--- src/rtl/alu_dp_arbiter.sv ---
// Round-robin arbiter sharing one ALU/register-file datapath between N control sequencers.
// Optional forced release after MAX_HOLD owner cycles: compile with ARB_TIMEOUT_EN.
module alu_dp_arbiter #(
    parameter int unsigned N        = 4,
    parameter int unsigned MAX_HOLD = 16,
    localparam int unsigned OwnerW  = $clog2(N)
) (
    input  logic              clk_i,
    input  logic              rst_ni,
    input  logic [N-1:0]      req_i,
    input  logic [N-1:0]      last_i,
    input  logic [16*N-1:0]   cw_in_i,
    input  logic              mayor_i,
    input  logic              zero_i,
    input  logic              neg_i,
    output logic [15:0]       o_signal_o,
    output logic [N-1:0]      gnt_o,
    output logic [OwnerW-1:0] owner_o,
    output logic [2:0]        flags_q_o,
    output logic              preempt_o
);

    typedef enum logic [1:0] {StIdle, StOwn, StTurn} state_e;

    state_e              state_q, state_d;
    logic [OwnerW-1:0]   ptr_q, ptr_d;
    logic [OwnerW-1:0]   owner_q, owner_d;
    logic [N-1:0]        gnt_q, gnt_d;
    logic [2:0]          flags_q, flags_d;
    logic                preempt_q, preempt_d;

    logic                own_req, own_last, timeout;
    logic                win_valid;
    logic [OwnerW-1:0]   win_idx;

    assign own_req  = req_i[owner_q];
    assign own_last = last_i[owner_q];

    // ptr_q already holds the previous owner in TURN, so it is naturally lowest priority.
    always_comb begin
        win_valid = 1'b0;
        win_idx   = '0;
        for (int i = 1; i <= int'(N); i++) begin
            if (!win_valid && req_i[(int'(ptr_q) + i) % int'(N)]) begin
                win_valid = 1'b1;
                win_idx   = OwnerW'((int'(ptr_q) + i) % int'(N));
            end
        end
    end

`ifdef ARB_TIMEOUT_EN
    logic [7:0] hold_q, hold_d;

    assign timeout = (hold_q >= 8'(MAX_HOLD - 1)) && |(req_i & ~gnt_q);

    always_comb begin
        hold_d = hold_q;
        if (state_q != StOwn) begin
            hold_d = '0;
        end else if (hold_q != 8'hff) begin
            hold_d = hold_q + 8'd1;
        end
    end

    always_ff @(posedge clk_i or negedge rst_ni) begin
        if (!rst_ni) begin
            hold_q <= '0;
        end else begin
            hold_q <= hold_d;
        end
    end
`else
    assign timeout = 1'b0;
`endif

    // State register
    always_ff @(posedge clk_i or negedge rst_ni) begin
        if (!rst_ni) begin
            state_q <= StIdle;
            ptr_q   <= OwnerW'(N - 1);
        end else begin
            state_q <= state_d;
            ptr_q   <= ptr_d;
        end
    end

    // Next-state logic
    always_comb begin
        state_d = state_q;
        ptr_d   = ptr_q;
        unique case (state_q)
            StIdle, StTurn: begin
                state_d = win_valid ? StOwn : StIdle;
            end
            StOwn: begin
                if (!own_req || own_last || timeout) begin
                    state_d = StTurn;
                    ptr_d   = owner_q;
                end
            end
            default: state_d = StIdle;
        endcase
    end

    // Output logic
    always_comb begin
        o_signal_o = 16'h0000;
        owner_d    = owner_q;
        gnt_d      = '0;
        flags_d    = flags_q;
        preempt_d  = 1'b0;
        if (state_q == StOwn && own_req) begin
            o_signal_o = cw_in_i[16*owner_q +: 16];
        end
        if (state_q == StOwn && o_signal_o[15:13] != 3'd0) begin
            flags_d = {mayor_i, zero_i, neg_i};
        end
        if (state_q == StOwn) begin
            preempt_d = (state_d == StTurn) && timeout && own_req && !own_last;
            if (state_d == StOwn) begin
                gnt_d = gnt_q;
            end
        end else if (state_d == StOwn) begin
            owner_d = win_idx;
            gnt_d   = N'(1) << win_idx;
        end
    end

    always_ff @(posedge clk_i or negedge rst_ni) begin
        if (!rst_ni) begin
            owner_q   <= '0;
            gnt_q     <= '0;
            flags_q   <= '0;
            preempt_q <= 1'b0;
        end else begin
            owner_q   <= owner_d;
            gnt_q     <= gnt_d;
            flags_q   <= flags_d;
            preempt_q <= preempt_d;
        end
    end

    assign gnt_o     = gnt_q;
    assign owner_o   = owner_q;
    assign flags_q_o = flags_q;
    assign preempt_o = preempt_q;

endmodule

--- config.mk ---
export PLATFORM = sky130hd
export DESIGN_NAME = alu_dp_arbiter
export DESIGN_NICKNAME = d
export VERILOG_FILES = /design/src/rtl/alu_dp_arbiter.sv
export SDC_FILE = /design/constraint.sdc
export NUM_CORES = 1
export LEC_CHECK = 0
export BUFFER_PORTS_ARGS = -buffer_cell sky130_fd_sc_hd__buf_2
export CORE_ASPECT_RATIO = 1.25
export CORE_MARGIN = 2
export CORE_UTILIZATION = 38
export CTS_CLUSTER_SIZE = 12
export DETAILED_ROUTE_END_ITERATION = 8
export MAX_ROUTING_LAYER = met4
export PLACE_DENSITY = 0.81
export SLEW_MARGIN = 20
export SYNTH_ARGS = -nofsm -noshare
export SYNTH_HDL_FRONTEND = slang
export SYNTH_SLANG_ARGS = --single-unit
--- constraint.sdc ---
create_clock -name clk_i -period 2.4 [get_ports clk_i]
set_clock_uncertainty 0.1 [all_clocks]
set_input_delay 0.12 -clock clk_i [delete_from_list [all_inputs] [get_ports clk_i]]
set_output_delay 0.12 -clock clk_i [all_outputs]
set_load 0.01 [all_outputs]
==> out/metrics.csv <==
metric,value,unit
status,"complete, no violations",
crit_chain,buf_4 > mux4_2 > and3_1 > buf_2,
path_clk_slew,80,ps
synthXorXnorAreaFrac,0,%
cts_setup_buffers,0,
syn_area,1170,sq um
worst_ir_drop_vdd,0.677,mV
cp.arrival,1950,ps
die_x,53.7,um
power_leakage,0.966,nW
crit_required,2180,ps
numClockSinks,13,
finalSetupViolCount,0,
cts.path.max_buffers,2,
timing.final.ws_setup,227,ps
postLayoutCellArea,1790,sq um
seqCellArea,328,sq um
finalHoldViolations,0,
die_y,66.1,um
dieArea,3550,sq um
io_buffers,101,
finalCriticalPeriod,2170,ps
fillers,266,
syn_nets,168,
core,2950,sq um
antenna_found_initial,0,
avgRoutedWirePerCell,15.6,um
vias_per_cell,5.38,
synth-simple-area-share,14.4,%
grt_pass1_wl,5.42,mm
path_class,reg2out,
first_pass_iters,4,
drt_wl_total,3.63,mm
worstPathMaxFanout,19,
start_util,39.8,%
areaGrowthSynthToFinish,52.1,%
place.gp.congestion,0.808,
insertion_delay,270,ps
gr-usage-all-layers,21.1,%
ys_seq_area_share,27.9,%
dpl_worst_slack,265,ps
drtIter0Drc,26,
slowest_delay,680,ps
multi_input_area,796,sq um
min_path_type,in2reg,
rows,22,
cp_top_family,multiplexers,
power_density,1000,nW/um^2
slew_violations,0,
synth_compound_area_share,10.0,%
dp_hpwl,3.06,mm
synth_top_family_by_area,multiplexers,
grt_pass1_vias,1210,
grt_max_degree,20,
synthAdderAreaFrac,0,%
tns,0,ps
ios,103,
maxCapViolCount,0,
cts-root-buf,clkbuf_4,
drc,0,
ys_types,31,
cts-htree-levels,1,
overflow,0,
n_antenna_cell,0,
antenna_left,0,
placed_area,1720,sq um
drive_above_1_share,63.5,%
numCtsBuffers,3,
rsz0062_at_grt,false,
yosys_warnings,0,
avgSynthCellArea,12.9,sq um
endpoint_kind,output pin,
clock.fmax,460,MHz
synthMuxAreaShare,43.1,%
ys_seq_elements,13,
synth_cells,91,
vias,1254,
critPathBufInv,2,
cts_tree,yes,
post-route-period-util,90.6,%
critical_path.startpoint_type,flop,
cp_slowest_cell,mux4_2,
layout.nets,275,
through the flow:
step / hold slack [ps] / std cells / total power, mW / util [%]
after CTS: 107 / 233 / 1.80 / 60.6
after global placement: -85.9 / 225 / 1.63 / 58.4
after detailed placement: -80.2 / 225 / 1.66 / 58.4
after global routing: 171 / 233 / 1.93 / 60.6
after floorplan: -276 / 91 / 1.28 / -
final: 117 / 233 / 1.79 / 60.6
sequential cells by signal, summed over array words and instances, names as in the netlist:
| name | count |
|---|---|
| flags_q_o | 3 |
| gnt_o | 4 |
| owner_o | 2 |
| ptr_q | 2 |
| state_q | 2 |
synth_stat cells:
library cell / number / area share (%)
nand2b_1: 2 / 1.1
o311ai_4: 1 / 2.2
buf_2: 1 / 0.43
inv_1: 1 / 0.32
o32a_1: 1 / 0.85
nand2_1: 4 / 1.3
dfstp_2: 2 / 4.5
a21oi_1: 2 / 0.85
o22ai_1: 1 / 0.53
clkbuf_1: 4 / 1.3
and3_1: 16 / 8.5
nor4_1: 1 / 0.53
and3b_1: 1 / 0.75
buf_4: 1 / 0.64
nor2_1: 2 / 0.64
buf_6: 1 / 0.96
o21ai_1: 1 / 0.43
o221ai_1: 1 / 0.75
mux2i_1: 1 / 0.85
dfrtp_1: 11 / 23
o21ai_0: 1 / 0.43
conb_1: 1 / 0.32
nor2b_1: 3 / 1.6
inv_2: 1 / 0.32
mux4_2: 12 / 23
mux4_1: 6 / 13
mux2_1: 6 / 5.8
buf_1: 1 / 0.32
a32o_1: 2 / 1.7
o32ai_1: 1 / 0.75
o2bb2ai_1: 2 / 1.5
report_power, final:
part | leakage [nW] | total, mW | internal [mW] | switching (mW)
Combinational | 0.792 | 1.21 | 0.652 | 0.561
Clock | 0.0150 | 0.133 | 0.0643 | 0.0686
Sequential | 0.158 | 0.444 | 0.335 | 0.109
cell type report:
cell class,instances,share of cell area (%)
Multi-Input combinational cell,68,44.6
Timing Repair Buffer,110,32.7
Sequential cell,13,18.4
Tap cell,36,2.52
Clock buffer,4,1.47
Inverter,2,0.420
worst paths after layout:
path,from,end,slack (ps),depth (start not counted)
max,owner_o[0]$_DFFE_PN0P_,o_signal_o[15],230,4
min,req_i[0],state_q[0]$_DFF_PN0_,120,3
max reg2reg,owner_o[0]$_DFFE_PN0P_,flags_q_o[0]$_DFFE_PN0P_,270,4
min reg2reg,flags_q_o[1]$_DFFE_PN0P_,flags_q_o[1]$_DFFE_PN0P_,400,1
max in group asynchronous,rst_ni,ptr_q[0]$_DFFE_PN1P_,1770,2
min in group asynchronous,rst_ni,gnt_o[3]$_DFFE_PN0P_,160,2
worst register-to-register path, delay by kind of cell (launching register included):
kind / cells / cell delay (ps)
AO/OA/AOI/OAI: 1 / 300
flip-flops: 1 / 440
buffers and inverters: 1 / 250
multiplexers: 2 / 930
per-layer routing:
metal | share of wire, % | up-vias | global-route usage, %
met5 | 0 | - | -
met4 | 0.74 | 0 | 4.49
met3 | 8.2 | 2 | 1.13
met2 | 55 | 57 | 38.6
met1 | 36 | 605 | 24.9
li1 | - | 590 | -
cell families after synthesis:
logic type,Yosys count
DFF,13
and+or+nand+nor,29
AOI/OAI and AO/OA,13
other,1
buffers and inverters,10
muxes,25
timing repair:
| action | CTS | global route |
|---|---|---|
| resized for setup | 0 | 0 |
| hold buffers | 4 | 0 |
| setup endpoints to repair | 0 | 0 |
| hold endpoints to repair | 16 | 0 |
cell usage in the layout, fill, tap and decap left out, types with 2 or more instances in the layout:
cell type	n
buf_2	101
and3_1	16
mux4_2	12
dfrtp_1	11
mux4_1	6
mux2_1	6
buf_4	5
nand2_1	4
dlygate4sd3_1	4
nor2b_1	3
clkbuf_4	3
nor2_1	2
a21oi_1	2
nand2b_1	2
a32o_1	2
o2bb2ai_1	2
dfstp_2	2
Power figures use the tool's default switching activity.
